$ cat src/rtl/adsr_pkg.sv
// Shared types and helpers for the ADSR envelope generator.
// State encodings are visible on the stage debug port, so keep them stable.
package adsr_pkg;

    localparam int DEF_TOTAL_BITS      = 16;
    localparam int DEF_FRACTIONAL_BITS = 15;

    typedef enum logic [2:0] {
        ST_IDLE    = 3'd0,
        ST_ATTACK  = 3'd1,
        ST_DECAY   = 3'd2,
        ST_SUSTAIN = 3'd3,
        ST_RELEASE = 3'd4
    } env_state_t;

    typedef logic [DEF_TOTAL_BITS-1:0] level_t;

    // Unity gain in the unsigned fixed-point format.
    function automatic logic [31:0] one_const(input int frac_bits);
        return 32'(1) << frac_bits;
    endfunction

endpackage

$ cat src/rtl/adsr_envelope_env_step.sv
// Combinational saturating step: moves level by rate towards limit without overshoot.
// A zero rate means "jump straight to the limit".
module env_step #(
    parameter int TOTAL_BITS = 16
) (
    input  logic [TOTAL_BITS-1:0] level_i,
    input  logic [TOTAL_BITS-1:0] rate_i,
    input  logic [TOTAL_BITS-1:0] limit_i,
    input  logic                  down_i,
    output logic [TOTAL_BITS-1:0] next_o,
    output logic                  reached_o
);

    logic [TOTAL_BITS:0] sum;
    logic [TOTAL_BITS:0] diff;

    always_comb begin
        sum       = {1'b0, level_i} + {1'b0, rate_i};
        diff      = {1'b0, level_i} - {1'b0, rate_i};
        next_o    = level_i;
        reached_o = 1'b0;
        if (rate_i == '0) begin
            next_o    = limit_i;
            reached_o = 1'b1;
        end else if (!down_i) begin
            if (sum >= {1'b0, limit_i}) begin
                next_o    = limit_i;
                reached_o = 1'b1;
            end else begin
                next_o = sum[TOTAL_BITS-1:0];
            end
        end else begin
            // Borrow out of the wide subtract means we passed below zero.
            if (diff[TOTAL_BITS] || (diff[TOTAL_BITS-1:0] <= limit_i)) begin
                next_o    = limit_i;
                reached_o = 1'b1;
            end else begin
                next_o = diff[TOTAL_BITS-1:0];
            end
        end
    end

endmodule

$ cat src/rtl/adsr_envelope.sv
// Per-voice ADSR envelope, one step per sample strobe, gain output in [0, ONE].
// Define ADSR_EXP_RELEASE_EN for geometric release through the shared mul block.
module adsr_envelope
    import adsr_pkg::*;
#(
    parameter int TOTAL_BITS      = 16,
    parameter int FRACTIONAL_BITS = 15
) (
    input  logic                  clk,
    input  logic                  reset,
    input  logic                  sample_en,
    input  logic                  gate,
    input  logic [TOTAL_BITS-1:0] attack_rate,
    input  logic [TOTAL_BITS-1:0] decay_rate,
    input  logic [TOTAL_BITS-1:0] sustain_level,
    input  logic [TOTAL_BITS-1:0] release_rate,
    output logic [TOTAL_BITS-1:0] level,
    output logic                  active,
    output logic [2:0]            stage
);

    localparam logic [TOTAL_BITS-1:0] ONE = TOTAL_BITS'(one_const(FRACTIONAL_BITS));

    env_state_t            state_q;
    logic [TOTAL_BITS-1:0] level_q;
    logic                  active_q;
    logic                  gate_q;
    logic                  pend_q;

    logic [TOTAL_BITS-1:0] sus_eff;
    logic                  pend_eff;
    logic                  release_go;
    logic [TOTAL_BITS-1:0] step_rate;
    logic [TOTAL_BITS-1:0] step_limit;
    logic                  step_down;
    logic [TOTAL_BITS-1:0] step_next;
    logic                  step_reached;
    logic [TOTAL_BITS-1:0] rel_next;
    logic                  rel_done;

    assign sus_eff = (sustain_level > ONE) ? ONE : sustain_level;

    // A rise then fall between strobes collapses to the gate value seen at the strobe.
    assign pend_eff   = gate & (pend_q | ~gate_q);
    assign release_go = !pend_eff &&
                        ((state_q == ST_RELEASE) ||
                         (!gate && (state_q == ST_ATTACK || state_q == ST_DECAY ||
                                    state_q == ST_SUSTAIN)));

    always_comb begin
        step_rate  = attack_rate;
        step_limit = ONE;
        step_down  = 1'b0;
        if (pend_eff) begin
            step_rate  = attack_rate;
            step_limit = ONE;
            step_down  = 1'b0;
        end else if (release_go) begin
            step_rate  = release_rate;
            step_limit = '0;
            step_down  = 1'b1;
        end else if (state_q == ST_DECAY) begin
            step_rate  = decay_rate;
            step_limit = sus_eff;
            step_down  = 1'b1;
        end
    end

    env_step #(.TOTAL_BITS(TOTAL_BITS)) u_step (
        .level_i   (level_q),
        .rate_i    (step_rate),
        .limit_i   (step_limit),
        .down_i    (step_down),
        .next_o    (step_next),
        .reached_o (step_reached)
    );

`ifdef ADSR_EXP_RELEASE_EN
    logic [TOTAL_BITS-1:0] mul_out;

    mul #(
        .TOTAL_BITS      (TOTAL_BITS),
        .FRACTIONAL_BITS (FRACTIONAL_BITS)
    ) u_rel_mul (
        .in1 (level_q),
        .in2 (release_rate),
        .out (mul_out)
    );

    // Coefficients at or above unity would never decay; treat them as instant release.
    assign rel_next = (release_rate >= ONE) ? '0 : mul_out;
    assign rel_done = (rel_next == '0);
`else
    assign rel_next = step_next;
    assign rel_done = step_reached;
`endif

    always_ff @(posedge clk or posedge reset) begin
        if (reset) begin
            state_q  <= ST_IDLE;
            level_q  <= '0;
            active_q <= 1'b0;
            gate_q   <= 1'b0;
            pend_q   <= 1'b0;
        end else begin
            gate_q <= gate;
            if (sample_en) begin
                pend_q <= 1'b0;
                if (pend_eff) begin
                    level_q  <= step_next;
                    state_q  <= step_reached ? ST_DECAY : ST_ATTACK;
                    active_q <= 1'b1;
                end else if (release_go) begin
                    level_q  <= rel_next;
                    state_q  <= rel_done ? ST_IDLE : ST_RELEASE;
                    active_q <= !rel_done;
                end else begin
                    case (state_q)
                        ST_ATTACK: begin
                            level_q <= step_next;
                            if (step_reached) state_q <= ST_DECAY;
                        end
                        ST_DECAY: begin
                            level_q <= step_next;
                            if (step_reached) state_q <= ST_SUSTAIN;
                        end
                        ST_SUSTAIN: level_q <= sus_eff;
                        default: begin
                            state_q  <= ST_IDLE;
                            level_q  <= '0;
                            active_q <= 1'b0;
                        end
                    endcase
                end
            end else if (gate && !gate_q) begin
                pend_q <= 1'b1;
            end
        end
    end

    assign level  = level_q;
    assign active = active_q;
    assign stage  = state_q;

endmodule
$ cat config.mk
export PLATFORM = sky130hd
export DESIGN_NAME = adsr_envelope
export DESIGN_NICKNAME = d
export VERILOG_FILES = /design/src/rtl/adsr_pkg.sv /design/src/rtl/adsr_envelope_env_step.sv /design/src/rtl/adsr_envelope.sv
export SDC_FILE = /design/constraint.sdc
export NUM_CORES = 1
export LEC_CHECK = 0
export ABC_CLOCK_PERIOD_IN_PS = 8500
export BUFFER_PORTS_ARGS = -buffer_cell sky130_fd_sc_hd__buf_4
export CAP_MARGIN = 20
export CORE_ASPECT_RATIO = 0.5
export CORE_MARGIN = 2
export CORE_UTILIZATION = 40
export CTS_CLUSTER_SIZE = 10
export DETAILED_ROUTE_END_ITERATION = 10
export PLACE_DENSITY_LB_ADDON = 0.1
export SYNTH_ARGS = -nofsm -noshare
export SYNTH_HDL_FRONTEND = slang
export SYNTH_SLANG_ARGS = --single-unit
export TNS_END_PERCENT = 20
$ cat constraint.sdc
create_clock -name clk -period 8.5 [get_ports clk]
set_input_delay 1.7 -clock clk [delete_from_list [all_inputs] [get_ports clk]]
set_output_delay 1.7 -clock clk [all_outputs]
set_load 0.005 [all_outputs]
==> results.py <==
metrics = {
    "synthesis": {
        "syn_inst": 669,
        "synth.yosys.seq_area_share": 0.112,
        "ys_ff_latch": 22,
        "synth_area_um2": 4910,
        "syn_avg_cell_area_um2": 7.34,
        "synth_cell_types": 73,
        "synth-async-reset-ratio": 1.00,
        "synth_fp_nets": 803,
        "yosysWarnings": 0,
        "synth-main-ff-cell": "dfrtp_1",
        "synth_edf_count": 0,
    },
    "global_route": {
        "grt_max_degree": 28,
        "grt_pass1_wl_um": 28900,
        "first_global_vias": 5123,
        "antenna_found_initial": 1,
        "grtUsageTotal": 0.287,
        "grt-ovfl-total": 0,
    },
    "finish": {
        "final_cell_mix": "buf_4, ha_1, nor2_1, nand2_1, inv_1",
        "n_fill_cell": 1214,
        "design_area_um2": 5840,
        "antenna_cells": 0,
        "nNetsFinal": 873,
        "area_growth_syn_to_layout_pct": 19.0,
        "layout_commonest_cell": "buf_4",
        "drive_gt1_frac": 0.171,
    },
    "placed_design": {
        "portBuffers": 87,
        "gp_congestion": 0.955,
        "place_area_um2": 5730,
        "dpl.hpwl_um": 15500,
    },
    "timing": {
        "post-route-period-util": 0.936,
        "maxSlewHeadroom": 0.329,
        "min_period_ns": 7.96,
        "drv_slew": 0,
        "max_freq_ghz": 0.126,
        "hold_viol_final": 0,
        "tightest_slew_ns": 1.00,
        "fin_skew_ns": 0.00439,
        "setup_violations": 0,
        "grt_setup_unrepaired": "false",
        "tns_ns": 0,
    },
    "floorplanning": {
        "num_rows": 28,
        "fp.dieH_um": 82.3,
        "start_util": 0.413,
        "die_w_um": 161,
        "core_um2": 11900,
        "num_io_pins": 88,
        "die-area_um2": 13200,
    },
    "clock_network": {
        "clkLatencyLatePin_ns": 0.27,
        "h-tree-depth": 1,
        "cts_hold_buffers": 0,
        "cts-root-buf": "clkbuf_16",
        "cts-buffers-inserted": 3,
        "cts.path.max_buffers": 2,
        "cts_setup_buffers": 0,
        "cts_resized": 0,
        "clk_pin_slew_ns": 0.07,
        "cts_tree": "built",
        "clock-sinks": 22,
    },
    "power_and_ir_drop": {
        "irDropWorstVdd_mv": 0.182,
        "p_seq_frac": 0.078,
        "p_switching_mw": 1.52,
        "swShare": 0.576,
        "p_clk_frac": 0.047,
        "p_leak_nw": 2.54,
        "combPwrFrac": 0.875,
        "p_int_mw": 1.12,
        "powerDensity_nw_per_um2": 453,
    },
    "setup_path": {
        "crit_top_cell": "and3_1",
        "worstPathRequired_ns": 8.66,
        "max_stage_delay_ns": 0.57,
        "path_cells": "buf_4, or2_2, nor2_1, nor2_1, buf_4, o22a_1, o21a_1, ha_1, and3_1, a21oi_1, nand3_1, and3_1, or2_2, o311ai_0, ha_1, nand3_1, nand2_1, a2111oi_0, o31a_1, and3_1, o32ai_4, a31o_2, a221o_1",
        "cp-end-kind": "register",
        "path_depth": 23,
        "cp_top_family": "simple AND/OR/NAND/NOR gates",
        "critPathSlowestCell": "nor2_1",
        "startpoint_type": "primary input",
        "path_max_fanout": 18,
        "timing_worst_setup_path_type": "in -> reg",
        "ff2ff_setup_slack_ns": 1.58,
        "path_buf_inv": 2,
        "cp.arrival_ns": 8.11,
        "reg2reg_depth": 22,
    },
    "worst_hold_path": {
        "holdPathStages": 1,
        "hold_path_class": "reg -> reg",
    },
    "routing": {
        "dr.pass1.iters": 5,
        "wl_um": 19200,
        "viasPerCell": 6.30,
        "ant_nets": 0,
        "vias": 5686,
        "wl_per_cell_um": 21.2,
        "drt-initial-drc-count": 509,
        "drc": 0,
    },
    "job": {
        "maxCapViolations": 0,
    },
    "status": {
        "status": "finished clean",
    },
}
==> Yosys cell counts (3+ instances only) <==
library cell  number  area (um^2)
ha_1              64          801
nor2_1            48          180
nand2_1           47          176
inv_1             45          169
nor3_1            39          195
a21oi_1           36          180
o21ai_0           34          170
clkbuf_1          27          101
dfrtp_1           22          551
o21a_1            18          135
xnor2_1           18          158
nand3_1           15         75.1
nand4_1           14         87.6
and2_1            13         81.3
o31ai_1           13         97.6
o21bai_1          12         90.1
or3_1             12         75.1
a2111oi_0         11         96.3
a221o_1           11          110
nor2b_1           11         68.8
a211oi_1          10         75.1
and3_1             9         56.3
nor4_1             9         56.3
o221ai_1           9         78.8
nand2b_1           8         50.1
o211ai_1           8         60.1
a21o_1             7         52.6
a22oi_1            7         52.6
a32oi_1            6         52.6
or2_2              6         37.5
a221oi_1           5         43.8
a31oi_1            4         25.0
o22a_1             4         35.0
o22ai_1            4         25.0
o311ai_0           4         35.0
o31a_1             4         35.0
buf_1              3         11.3
buf_2              3         15.0
o2111ai_1          3         26.3
o211a_1            3         30.0
o221a_2            3         33.8
==> per-layer routing <==
layer  vias to the layer above  routed length (um)  track usage  share of wire
li1                       2690                   -            -              -
met4                         2                 178       0.0378         0.0093
met1                      2703                9490        0.416           0.49
met3                        21                1760       0.0749          0.092
met2                       270                7740        0.435           0.40
met5                         -                  10            0        0.00052
==> sequential cells by signal (all words and copies together) (netlist names) <==
| register | count |
|---|---|
| level | 16 |
| stage | 3 |
| pend_q | 1 |
| gate_q | 1 |
| active | 1 |
==> worst register-to-register path, delay by kind of cell (launching register included) <==
family | cells | cell delay (ns)
compound gates | 10 | 3.21
fa+ha+maj | 2 | 0.77
buf+inv | 1 | 0.23
flops | 1 | 0.49
simple gates | 9 | 2.09
==> final cells by class <==
type	instances	area, um^2	area share
well taps	165	206	0.0353
repair buffers	101	778	0.133
flip-flops and latches	22	551	0.0942
multi-input cells	564	4040	0.692
inverters	47	176	0.0302
clock buffers	4	88.8	0.0152
==> power by group through the flow <==
stage	Sequential [mW]	Clock (mW)	Combinational, mW
final	0.207	0.124	2.32
after floorplan	0.187	0	1.63
after global routing	0.214	0.130	2.57
after global placement	0.210	0	2.23
after detailed placement	0.210	0	2.25
after CTS	0.207	0.123	2.26
==> cell families after synthesis <==
kind of cell | synth area share
xor gates and xnor gates | 0.0339
buffers and inverters | 0.0668
muxes | 0.00408
AOI/OAI and AO/OA | 0.359
adders and majority gates | 0.171
and+or+nand+nor | 0.253
DFF | 0.112
==> worst paths after layout <==
kind,startpoint,endpoint
max in group asynchronous,reset,level[8]$_DFFE_PP0P_
max,gate,level[8]$_DFFE_PP0P_
min in group asynchronous,reset,active$_DFFE_PP0P_
max reg2reg,stage[0]$_DFFE_PP0P_,level[8]$_DFFE_PP0P_
min,active$_DFFE_PP0P_,active$_DFFE_PP0P_
min reg2reg,active$_DFFE_PP0P_,active$_DFFE_PP0P_
==> through the flow <==
stage / utilization / setup slack, ns / std cells / hold slack (ns) / power, mW
global route: 0.492 / 0.0787 / 903 / 0.552 / 2.91
floorplan: - / 1.27 / 669 / 0.468 / 1.82
finish: 0.492 / 0.542 / 903 / 0.511 / 2.65
global placement: 0.482 / 0.657 / 898 / 0.502 / 2.44
CTS: 0.490 / 0.628 / 902 / 0.517 / 2.59
detailed placement: 0.482 / 0.344 / 898 / 0.500 / 2.46
Note: power is estimated with default switching activity, not from simulation.
